File: config.mk
export PLATFORM = sky130hd
export DESIGN_NAME = lap_timer
export DESIGN_NICKNAME = d
export VERILOG_FILES = /design/src/rtl/lap_timer.sv
export SDC_FILE = /design/constraint.sdc
export NUM_CORES = 1
export LEC_CHECK = 0
export ABC_AREA = 1
export CORE_ASPECT_RATIO = 1.2
export CORE_MARGIN = 2
export CORE_UTILIZATION = 56
export DETAILED_ROUTE_END_ITERATION = 8
export PLACE_DENSITY = 0.81
export SYNTH_ARGS = -nofsm -noshare
export SYNTH_HDL_FRONTEND = slang
export SYNTH_SLANG_ARGS = --single-unit
File: constraint.sdc
create_clock -name pclk -period 4.4 [get_ports pclk]
set_input_delay 0.66 -clock pclk [delete_from_list [all_inputs] [get_ports pclk]]
set_output_delay 0.66 -clock pclk [all_outputs]
set_load 0.1 [all_outputs]
File: src/rtl/lap_timer.sv
// lap_timer: BCD race lap timer with last/best lap capture, lap counting and re-trigger guard.
module lap_timer #(
  parameter int CLK_HZ        = 65000000,
  parameter int TICK_HZ       = 100,
  parameter int N_LAPS        = 3,
  parameter int MIN_LAP_TICKS = 200
) (
  input  logic        pclk,
  input  logic        rst,
  input  logic        start,
  input  logic        pause,
  input  logic        lap_cross,
  output logic [23:0] current_time,
  output logic [23:0] last_time,
  output logic [23:0] best_time,
  output logic        best_valid,
  output logic [3:0]  lap_num,
  output logic        running,
  output logic        race_done,
  output logic        new_best
);
  localparam int DIV = CLK_HZ / TICK_HZ;
  localparam int PW  = DIV > 1 ? $clog2(DIV) : 1;
  localparam int GW  = MIN_LAP_TICKS > 0 ? $clog2(MIN_LAP_TICKS + 1) : 1;
  localparam logic [23:0] T_MAX = 24'h995999;
  typedef enum logic [1:0] {IDLE, RUNNING, PAUSED, FINISHED} state_t;
  state_t state, state_nx;
  logic [PW-1:0] psc;
  logic [GW-1:0] guard;
  logic tick, accept, better, last_lap;
  function automatic logic [23:0] bcd_inc(input logic [23:0] t);
    logic [23:0] r;
    logic c;
    r = t;
    c = 1'b1;
    for (int i = 0; i < 6; i++)
      if (c) begin
        if (r[4*i +: 4] == ((i == 3) ? 4'd5 : 4'd9)) r[4*i +: 4] = 4'd0;
        else begin
          r[4*i +: 4] = r[4*i +: 4] + 4'd1;
          c = 1'b0;
        end
      end
    return r;
  endfunction
  always_comb begin
    tick     = state == RUNNING && !pause && psc == PW'(DIV - 1);
    accept   = state == RUNNING && lap_cross && !start && guard == GW'(MIN_LAP_TICKS);
    better   = !best_valid || current_time < best_time;
    last_lap = lap_num == 4'(N_LAPS);
    running  = state == RUNNING;
    race_done = state == FINISHED;
    state_nx = start ? RUNNING :
               (accept && last_lap) ? FINISHED :
               (state == RUNNING && pause) ? PAUSED :
               (state == PAUSED && !pause) ? RUNNING : state;
  end
  always_ff @(posedge pclk or posedge rst) begin
    if (rst) begin
      state        <= IDLE;
      psc          <= '0;
      guard        <= '0;
      current_time <= '0;
      last_time    <= '0;
      best_time    <= '0;
      best_valid   <= 1'b0;
      lap_num      <= '0;
      new_best     <= 1'b0;
    end else begin
      state    <= state_nx;
      new_best <= accept && better;
      if (start) begin
        current_time <= '0;
        last_time    <= '0;
        lap_num      <= 4'd1;
        guard        <= '0;
        psc          <= '0;
      end else if (accept) begin
        last_time <= current_time;
        if (better) begin
          best_time  <= current_time;
          best_valid <= 1'b1;
        end
        // the final lap freezes current_time; earlier laps start the next one
        if (!last_lap) begin
          current_time <= '0;
          lap_num      <= lap_num + 4'd1;
          guard        <= '0;
          psc          <= '0;
        end
      end else if (tick) begin
        psc <= '0;
        if (current_time != T_MAX) current_time <= bcd_inc(current_time);
        if (guard != GW'(MIN_LAP_TICKS)) guard <= guard + GW'(1);
      end else if (state == RUNNING && !pause) begin
        psc <= psc + PW'(1);
      end
    end
  end
endmodule

; Yosys cells after proc, flatten, opt, wreduce, memory -nomap -nowiden
; Cells that the tools add are included.
[classes]
eq_ne = 16
magnitude_cmp = 1
n_reduce_logical = 34
bitwise = 1
n_mux = 64
add_sub_neg = 9
[op_table]
columns = op, count
row1 = $mux W24, 7
row2 = $mux W20, 5
row3 = $mux W4, 14
row4 = $mux W8, 5
row5 = $mux W1, 29
row6 = $add A4 B1 Y4 const B, 7
row7 = $lt A24 B24 Y1, 1
row8 = $ne A24 B24 Y1 const B, 1
row9 = $reduce_bool A3 Y1, 8
row10 = $add A20 B1 Y20 const B, 1
row11 = $eq A20 B20 Y1 const B, 1
row12 = $eq A4 B4 Y1 const B, 5
row13 = $reduce_and A4 Y1, 5
row14 = $logic_and A1 B1 Y1, 9
row15 = $reduce_and A3 Y1, 3
row16 = $add A8 B1 Y8 const B, 1
row17 = $eq A8 B8 Y1 const B, 1
row18 = $mux W2, 4
row19 = $ne A8 B8 Y1 const B, 1
row20 = $reduce_bool A4 Y1, 2
row21 = $eq A2 B2 Y1 const B, 2
row22 = $eq A4 B2 Y1 const B, 1
row23 = $eq A4 B3 Y1 const B, 1
row24 = $reduce_and A2 Y1, 2
row25 = other kinds (7), 9
[word_totals]
out_inout_bits = 80
word_cells = 139
reg_bits = 108

; Longest topological paths before layout
[depth]
depth_word = 31
ltp_mapped = 15

; Worst setup path after synthesis
; Ideal clock, no wire load.
[synth_path]
kind = reg2reg
start = register best_time[22]
end = register best_time[4]
required_time_ps = 4331
setup_slack_ps = 1739
stages_incl_launch_ff = 16
n_path_buf = 1
period_less_slack_ps = 2661
arrival_ps = 2591
cell_sequence = dfrtp_1 inv_1 ha_1 nand2_1 nor2_1 nand2_1 nor2_1 nand2_1 nand2_1 nor2_1 nand2_1 nand2_1 nand2_1 clkbuf_1 nand2_1 nand2_1
[synth_between]
elab_chain_len = 3
[synth_rtl]
columns = element, line_no
row1 = start: declaration, 15  ; output logic [23:0] best_time,
row2 = start signal: assignment, 81  ; best_time <= current_time;
row3 = $lt A24 B24 Y1, 49  ; better = !best_valid || current_time < best_time;
row4 = $logic_or A1 B1 Y1, 49
row5 = $reduce_and A3 Y1 (no source line), --
; Every way passes these cells.
; A chain may end at the register's enable or synchronous reset.

; Worst setup path after layout
[layout_path]
start = input start
end = register best_time[12]
[layout_between]
elab_chain_len = 4
word_cells_on_any_way = 5
classes_between = 1 x bitwise / 4 x reduce/logical
[layout_rtl]
columns = element, line_no
row1 = start: declaration, 10  ; input logic start,
row2 = $logic_not A1 Y1, 48  ; accept = state == RUNNING && lap_cross && !start && guard == GW'(MIN_LAP_TICKS);
row3 = $logic_and A1 B1 Y1 (2 in a row), 48
row4 = $reduce_and A3 Y1 (no source line) (*), --
; Every way passes the cells marked *; elsewhere a longest branch is shown, timed or not.

==> qor.log <==
qor: grt.grt_first_pass_wirelength 26.0 mm
qor: clocking.clock_sink_count 108
qor: routing.initialDrtViolationCount 345
qor: sta.rsz0062_at_grt no
qor: finish.layout_common_cells nand2_1, dfrtp_1, inv_1, nand3_1, clkdlybuf4s50_1
qor: routing.drc 0
qor: grt.number_of_global_route_vias_before_repair 5535
qor: logic_synthesis.mappedNetlistArea 0.00633 mm²
qor: floorplan.dieWidth 101 µm
qor: logic_synthesis.mappedNetlistNets 888
qor: finish.area_growth 19.5%
qor: floorplan.floorplan.core_area 0.0110 mm²
qor: sta.timing_max_transition_violations_final 0
qor: routing.wl_per_cell 14.7 µm
qor: worst_setup_path.worst_setup_path_start_kind primary input
qor: hold_path.worst_hold_path_type flip-flop to flip-flop
qor: finish.filler_cell_count 908
qor: place.place.detailed.hpwl 11.1 mm
qor: place.numPortBuffers 84
qor: logic_synthesis.netlist-cell-type-count 35
qor: sta.fin_tns_setup 0 ns
qor: run_status.run_status complete, no violations
qor: grt.globalRoute.busiestLayer met2
qor: routing.dr_total_vias 5861
qor: clocking.clock_path_buffers 2
qor: finish.layout-drive-gt1-share 4.65%
qor: logic_synthesis.synth_seq_area_share 42.7%
qor: grt.grt-ovfl-total 0
qor: sta.finalCritPeriodShare 70.9%
qor: finish.n_antenna_cell 0
qor: worst_setup_path.path_max_fanout 25
qor: logic_synthesis.synthCells 844
qor: routing.detail-route-antenna-nets 0
qor: floorplan.die-area 0.0122 mm²
qor: routing.post_drt_via_cell_ratio 5.54
qor: logic_synthesis.yosys_register_bits 108
qor: clocking.cts.root.buffer_cell clkbuf_16
qor: flow_run.drv_cap 0
qor: finish.final_common_cell nand2_1
qor: grt.grt_max_degree 78
qor: worst_setup_path.timing.critical_path.required 4.64 ns
qor: sta.timing.fmax 0.320 GHz
qor: finish.final_nets 964
qor: worst_setup_path.critPathArrivalTime 3.36 ns
qor: clocking.post-cts-setup-buffer-count 0
qor: worst_setup_path.timing.setup.critical_path_class primary input to flip-flop
qor: sta.fin_crit 3.12 ns
qor: clocking.tritoncts done
qor: grt.groute.layer.met1.usage 33.9%
qor: grt.grt_usage 26.6%
qor: grt.antenna_found_initial 0
qor: sta.fin_skew 0.00649 ns
qor: power.vdd_drop_max 0.203 mV
qor: sta.final_hold_viol_count 0
qor: logic_synthesis.synth-edff-count 0
qor: sta.tightestPinTransition 1.02 ns
qor: clocking.path_clk_slew 0.07 ns
qor: logic_synthesis.async_reset_ff_share 100%
qor: clocking.clock_insertion_delay_worst_skew 0.35 ns
qor: routing.route.final.wire_length 15.6 mm
qor: clocking.cts-htree-levels 3
qor: clocking.postCtsResizedCells 0
qor: power.fin_total_pwr 2.54 mW
qor: worst_setup_path.timing.critical_path.to_type flip-flop
qor: grt.grt.met2_usage 44.8%
qor: floorplan.die_height 120 µm
qor: power.power.leakage 3.63 nW
qor: floorplan.fp_rows 42
qor: floorplan.start_util 57.4%
qor: power.pwrdens 336 mW/mm²
qor: sta.slew_headroom 31.8%
qor: routing.dr.pass1.iters 5
qor: clocking.ctsHoldBuffers 0
qor: logic_synthesis.yosys_warnings 0
qor: sta.hold_slack 0.486 ns
qor: logic_synthesis.synthFlopType dfrtp_1
qor: sta.setup_viol 0
qor: place.gpl.final_weighted_congestion 0.986
qor: floorplan.floorplan.io_pins 85
qor: clocking.numCtsBuffers 9
qor: logic_synthesis.avgSynthCellArea 7.50 µm²
qor: grt.grtUsageMet3 3.76%
==> area by class of cell <==
type                       count  area (µm²)  share of cell area (%)
inverter                     107         404                    5.34
clock buffer                   9         225                    2.98
multi-input combinational    602        3090                    40.9
timing repair buffer          92         901                    11.9
clock inverter                 7        75.1                   0.992
sequential                   108        2700                    35.7
tap                          132         165                    2.18
==> synth_stat cells, types with 2 or more instances <==
cell type  instances  area [µm²]
buf_2             14        70.1
nor2_2             2        12.5
xnor2_1            7        61.3
inv_1            101         379
nand2_1          266         998
nand4_1           14        87.6
nand3_1           89         445
nor4_1             7        43.8
nand3_2            2        20.0
nor2_1            63         236
a211oi_1           2        15.0
o21ai_1           11        55.1
clkbuf_1          10        37.5
nor3_1            25         125
buf_6              2        22.5
a21oi_1           11        55.1
ha_1              39         488
dfrtp_1          108        2700
xor2_1            12         105
inv_2              6        22.5
or2_2              3        18.8
a32o_1             3        30.0
a22o_1             7        61.3
o21ai_0           29         145
==> layer usage <==
layer  share of wire [%]  up-vias
met4                 3.1        0
met1                  43     2768
met2                  50      189
li1                    -     2863
met5                   0        -
met3                 4.4       41
==> through the flow <==
stage / setup WS [ns] / cell area, µm² / cells / utilization, %
3_3_place_gp: 1.03 / 7270 / 1041 / 65.9
3_5_place_dp: 0.918 / 7270 / 1041 / 65.9
2_1_floorplan: 0.894 / 6330 / 844 / -
5_1_grt: 1.05 / 7570 / 1057 / 68.6
4_1_cts: 1.31 / 7570 / 1057 / 68.6
6_report: 1.28 / 7570 / 1057 / 68.6
==> sequential cells by signal, indices dropped and copies added (netlist names) <==
signal and flops:
best_time 24, current_time 24, last_time 24, psc 20, guard 8, lap_num 4, state 2, best_valid 1
new_best 1
==> critical path, stage by stage <==
cell and delay (ns):
clkdlybuf4s50_1 0.39, buf_4 0.19, nor3_2 0.41, nand2_2 0.42
inv_2 0.48, nand2_1 0.36, buf_4 0.31, nand2_1 0.08
nand2_1 0.05
==> worst paths after layout <==
kind / slack [ns] / startpoint / end / depth (start not counted)
max: 1.28 / start / best_time[12] / 9
min: 0.49 / last_time[5] / last_time[5] / 2
max reg2reg: 1.49 / guard[0] / best_time[12] / 10
min reg2reg: 0.49 / last_time[5] / last_time[5] / 2
max in group asynchronous: 2.72 / rst / last_time[7] / 3
min in group asynchronous: 0.87 / rst / last_time[22] / 2
==> power breakdown <==
part           leakage (nW)  internal (mW)  switching [mW]
logic                  2.01          0.163           0.437
registers              1.48           1.03          0.0886
clock network         0.138          0.444           0.380
total                  3.63           1.63           0.905
==> logic make-up (layout without fill, tap and decap cells) <==
logic type	Yosys count	in the layout	share of synthesized area, %
DFF	108	108	42.7
AOI/OAI and AO/OA	69	69	6.50
xor gates and xnor gates	19	19	2.63
buffers and inverters	134	215	8.46
adders and majority gates	39	39	7.71
and+or+nand+nor	475	475	32.0
Power figures use the tool's default switching activity.
